### src/rtl/mips_bus_pkg.sv
// Shared types and helpers for the MIPS data-memory bus bridge.
package mips_bus_pkg;

    typedef enum logic [2:0] {
        StIdle,
        StAddr,
        StData,
        StDone,
        StWpend
    } bus_state_e;

    localparam logic [31:0] ERR_RDATA_DEFAULT = 32'hDEAD_BEEF;

    function automatic int unsigned strb_width(input int unsigned data_w);
        return data_w / 8;
    endfunction

endpackage

### src/rtl/mips_bus_wdog.sv
// Bus-hang watchdog: counts enabled cycles and flags the cycle in which the count reaches TIMEOUT.
// TIMEOUT of 0 disables expiry.
module mips_bus_wdog #(
    parameter int unsigned TIMEOUT = 255
) (
    input  logic clk,
    input  logic rst,
    input  logic clear,
    input  logic enable,
    output logic expire
);

    localparam int unsigned CW = (TIMEOUT > 0) ? $clog2(TIMEOUT + 1) : 1;
    localparam logic [CW-1:0] LAST = CW'((TIMEOUT > 0) ? TIMEOUT - 1 : 0);

    logic [CW-1:0] count;

    always_ff @(posedge clk or negedge rst) begin
        if (!rst) begin
            count <= '0;
        end else if (clear) begin
            count <= '0;
        end else if (enable && (TIMEOUT != 0)) begin
            count <= count + CW'(1);
        end
    end

    // Fires during the cycle whose increment brings the count to TIMEOUT.
    assign expire = (TIMEOUT != 0) && enable && !clear && (count == LAST);

endmodule

### src/rtl/mips_dmem_bridge.sv
// Single-cycle core data port to two-phase addr_ok/data_ok bus bridge with stall and watchdog.
// Optional posted stores: define MIPS_DMEM_POSTED_WRITE_EN.
module mips_dmem_bridge
    import mips_bus_pkg::*;
#(
    parameter int unsigned ADDR_W    = 32,
    parameter int unsigned DATA_W    = 32,
    parameter int unsigned TIMEOUT   = 255,
    parameter logic [DATA_W-1:0] ERR_RDATA = DATA_W'(ERR_RDATA_DEFAULT)
) (
    input  logic                            clk,
    input  logic                            rst,
    input  logic                            mem_en,
    input  logic                            mem_wr,
    input  logic [ADDR_W-1:0]               mem_addr,
    input  logic [strb_width(DATA_W)-1:0]   mem_wstrb,
    input  logic [DATA_W-1:0]               mem_wdata,
    output logic [DATA_W-1:0]               mem_rdata,
    output logic                            stall,
    output logic                            bus_req,
    output logic                            bus_wr,
    output logic [ADDR_W-1:0]               bus_addr,
    output logic [strb_width(DATA_W)-1:0]   bus_wstrb,
    output logic [DATA_W-1:0]               bus_wdata,
    input  logic                            bus_addr_ok,
    input  logic                            bus_data_ok,
    input  logic [DATA_W-1:0]               bus_rdata,
    output logic                            bus_err
);

    bus_state_e state;
    bus_state_e accept_state;
    logic       wd_clear;
    logic       wd_expire;
    logic       released;

    assign bus_wr    = mem_wr;
    assign bus_addr  = mem_addr;
    assign bus_wstrb = mem_wstrb;
    assign bus_wdata = mem_wdata;

`ifdef MIPS_DMEM_POSTED_WRITE_EN
    logic wrel;  // first WPEND cycle: the posted store's own release cycle
    assign released = (state == StDone) || ((state == StWpend) && wrel);
`else
    assign released = (state == StDone);
`endif

    always_comb begin
        accept_state = StData;
`ifdef MIPS_DMEM_POSTED_WRITE_EN
        if (mem_wr) accept_state = StWpend;
`endif
    end

    // Gated by rst so both read low while reset is held.
    assign stall   = rst && mem_en && !released;
    assign bus_req = rst && (((state == StIdle) && mem_en) || (state == StAddr));

    assign wd_clear = (state == StIdle) || (state == StDone);

    mips_bus_wdog #(
        .TIMEOUT (TIMEOUT)
    ) u_wdog (
        .clk    (clk),
        .rst    (rst),
        .clear  (wd_clear),
        .enable (!wd_clear),
        .expire (wd_expire)
    );

    always_ff @(posedge clk or negedge rst) begin
        if (!rst) begin
            state     <= StIdle;
            mem_rdata <= '0;
            bus_err   <= 1'b0;
`ifdef MIPS_DMEM_POSTED_WRITE_EN
            wrel      <= 1'b0;
`endif
        end else begin
`ifdef MIPS_DMEM_POSTED_WRITE_EN
            wrel <= 1'b0;
`endif
            unique case (state)
                StIdle: begin
                    if (mem_en) begin
                        state <= bus_addr_ok ? accept_state : StAddr;
`ifdef MIPS_DMEM_POSTED_WRITE_EN
                        wrel  <= bus_addr_ok && mem_wr;
`endif
                    end
                end
                StAddr: begin
                    if (wd_expire) begin
                        state   <= StDone;
                        bus_err <= 1'b1;
                        if (!mem_wr) mem_rdata <= ERR_RDATA;
                    end else if (bus_addr_ok) begin
                        state <= accept_state;
`ifdef MIPS_DMEM_POSTED_WRITE_EN
                        wrel  <= mem_wr;
`endif
                    end
                end
                StData: begin
                    // data_ok beats a simultaneous watchdog expiry
                    if (bus_data_ok) begin
                        state <= StDone;
                        if (!mem_wr) mem_rdata <= bus_rdata;
                    end else if (wd_expire) begin
                        state   <= StDone;
                        bus_err <= 1'b1;
                        if (!mem_wr) mem_rdata <= ERR_RDATA;
                    end
                end
                StDone: begin
                    state <= StIdle;
                end
`ifdef MIPS_DMEM_POSTED_WRITE_EN
                StWpend: begin
                    if (bus_data_ok) begin
                        state <= StIdle;
                    end else if (wd_expire) begin
                        state   <= StIdle;
                        bus_err <= 1'b1;
                    end
                end
`endif
                default: begin
                    state <= StIdle;
                end
            endcase
        end
    end

endmodule

### config.mk
export PLATFORM = sky130hd
export DESIGN_NAME = mips_dmem_bridge
export DESIGN_NICKNAME = d
export VERILOG_FILES = /design/src/rtl/mips_bus_pkg.sv /design/src/rtl/mips_bus_wdog.sv /design/src/rtl/mips_dmem_bridge.sv
export SDC_FILE = /design/constraint.sdc
export NUM_CORES = 1
export LEC_CHECK = 0
export CAP_MARGIN = 20
export CORE_ASPECT_RATIO = 0.5
export CORE_MARGIN = 3
export CORE_UTILIZATION = 25
export CTS_BUF_LIST = sky130_fd_sc_hd__clkbuf_8 sky130_fd_sc_hd__clkbuf_16
export DETAILED_ROUTE_END_ITERATION = 8
export PLACE_DENSITY = 0.67
export SKIP_LAST_GASP = 1
export SLEW_MARGIN = 20
export SYNTH_ARGS = -nofsm -noshare
export SYNTH_HDL_FRONTEND = slang
export SYNTH_HIERARCHICAL = 1
export SYNTH_SLANG_ARGS = --single-unit
### constraint.sdc
create_clock -name clk -period 2.5 [get_ports clk]
set_input_delay 0.5 -clock clk [delete_from_list [all_inputs] [get_ports clk]]
set_output_delay 0.5 -clock clk [all_outputs]
set_load 0.005 [all_outputs]
==> results by group <==
Clock tree
  – Setup bufs post-CTS: 0
  – CTS Sinks: 43
  – CTS Hold Buffers Added: 0
  – # resized after CTS: 0
  – Root Buffer: clkbuf_16
  – Htree depth: 2
  – Max clock buf depth: 2
  – Total CTS buffers: 5
  – Clk slew on worst S/H paths: 0.06 ns
  – Clock Latency Late Sink: roughly 0.28 ns
  – CTS tree: done

Die
  – Vert. Die Dim: 74.6 um
  – Initial core utilization: 0.264
  – Core area: about 9000 um^2
  – Die area: 10700 um^2
  – # rows: 24
  – IO Pins: 210
  – Die Wd: 143 um

Setup path
  – Setup CP Type: reg2out
  – Critical Path RT: 2.00 ns
  – Arr. time, crit path: 1.78 ns
  – Crit end category: output pin
  – Maximum fanout along the worst path: 5
  – CP Launch Type: flip-flop
  – Worst r2r path cells: 7

Layout
  – Number of diodes: 0
  – Area of the multi-input gates: 686 um^2
  – P&R area growth vs syn: 21.1%
  – Final Util: 0.320
  – Filler Cells Inserted: roughly 870
  – Share of layout cells above drive strength 1: 0.0804
  – Final Instance Area: 2850 um^2
  – Register Area: 1080 um^2
  – Final net count: 337

Pwr
  – PwrDens: 1110 nW/um^2
  – Leakage: between 1 and 1.5 nW
  – Max IR drop VDD: between 0.3 and 0.4 mV

STA
  – Fin Setup TNS: 0 ns
  – Fin worst setup slack: around 0.22 ns
  – Worst Tran Pin Value: 0.921 ns
  – Slew Limit Fails: 0
  – Clk_skew: 0.00579 ns
  – Fin. Hold Viols: 0
  – Tcrit/Tclk final: 0.912
  – RSZ-0062 raised after global routing: no
  – Achievable clock frequency: approximately 0.44 GHz
  – Hold WS: 0.226 ns
  – Final min period: 2.28 ns
  – # setup viols final: 0
  – Slew margin rel.: 0.386

Synthesis
  – Async set-reset flop share out of synthesis: 1.00
  – Syn_nets: 328
  – Yosys cell types: 30
  – Post-synth EDFFs: 0
  – Cells after synthesis: 214
  – Synthesis-stage register bit count: 43
  – Biggest area consumer among synthesized cells: dfrtp_1
  – Most frequent cell after synthesis: buf_4
  – Most used DFF post-synth: dfrtp_1
  – Syn_area_per_cell: 11.0 um^2
  – Yosys top cell area share: 0.457
  – Synth area leaders: dfrtp_1 (46%), buf_4 (22%), o22a_1 (8.9%)
  – Seq/Total Area, Yosys: 0.457
  – Most frequent cells after synthesis: buf_4 (70), dfrtp_1 (43), o22a_1 (24)
  – Mapped Area: 2350 um^2
  – Ys Warns: 6

Global route
  – Largest net degree at the start of global routing: 29
  – GRT Residual Overflow: 0
  – Vias in the first global route: approximately 1700
  – Overall Global Routing Usage: 0.0981
  – Initial antenna violation count: 0
  – First-pass GRT wire length: 8320 um

Placed design
  – Place WS: 0.281 ns
  – Placed cell area: 2710 um^2
  – DPL Wire Length: roughly 4000 um
  – RePlAce Congestion: 0.714
  – IO buf count: 73

Routing
  – Remaining antenna violation count after routing: 0
  – Drt first pass iters: 4
  – Routed wire length: 5420 um
  – Residual DRC count: 0
  – Routed wire length per instance: 15.9 um
  – Routed vias/inst: 4.50
  – Detailed Route Iter0 Violations: 77
  – Vias: 1536

Run
  – Max-capacitance violation count: 0

Outcome
  – Status: finished clean

Hold path
  – Worst Hold Class: in2async
path summary, 6_finish.rpt:
| path | endpoint | slack [ns] | startpoint |
|---|---|---|---|
| worst max register to register | mem_rdata[24] | 0.29 | state[0] |
| worst min-delay path | mem_rdata[21] | 0.23 | rst |
| max in group asynchronous | mem_rdata[26] | 1.94 | rst |
| worst min register to register | bus_err | 0.48 | bus_err |
| worst max-delay path | bus_req | 0.22 | state[1] |
| min in group clk | bus_err | 0.48 | bus_err |
cell usage in the layout, fill, tap and decap left out, types with 2 or more instances in the layout:
master	n
buf_4	4
o21ai_0	3
xor2_1	3
nand4_1	3
nand3_1	2
a21o_1	2
mux2_2	3
inv_1	8
a21oi_1	5
ha_1	8
or3_1	3
clkbuf_16	5
clkdlybuf4s50_1	72
o22a_1	24
a22o_1	8
nor2_1	9
nand2_1	4
dfrtp_1	43
power breakdown:
group          internal, mW  switching [mW]  leakage, nW
registers             0.985           0.199        0.514
logic                 0.844           0.508        0.596
clock network         0.364           0.260       0.0710
cell type report:
type	count	share of cell area
tap	117	0.0513
clock inverter	3	0.00570
multi-input combinational	88	0.240
sequential	43	0.377
clock buffer	5	0.0439
timing repair buffer	78	0.272
inverter	7	0.00921
layer usage:
layer  vias up  GRT usage  wire, um
met5         -          0         0
met1       752      0.105      2020
met3        31     0.0419       447
met4         0     0.0585       162
met2        64      0.166      2790
li1        689          -         -
flip-flops by register name (all words and copies together) (netlist names):
register,flops
mem_rdata,32
u_wdog/count,8
state,2
bus_err,1
worst max-delay path, stage by stage, from the launching register on:
cell             delay, ns
dfrtp_1               0.43
inv_1                 0.12
ha_1                  0.24
a21oi_1               0.08
nor2b_1               0.12
clkdlybuf4s50_1       0.51
per-stage QoR:
step | std cells | power, mW
after floorplan | 214 | 1.87
after global placement | 333 | 2.50
after detailed placement | 333 | 2.56
after CTS | 341 | 3.21
after global routing | 341 | 3.37
final | 341 | 3.16
cell families after synthesis:
kind of cell    share of synthesized area
compound gates                      0.162
simple gates                       0.0574
xor+xnor                           0.0149
mux                                0.0143
flops                               0.457
buf+inv                             0.252
fa+ha+maj                          0.0425
Note: power is estimated with default switching activity, not from simulation.
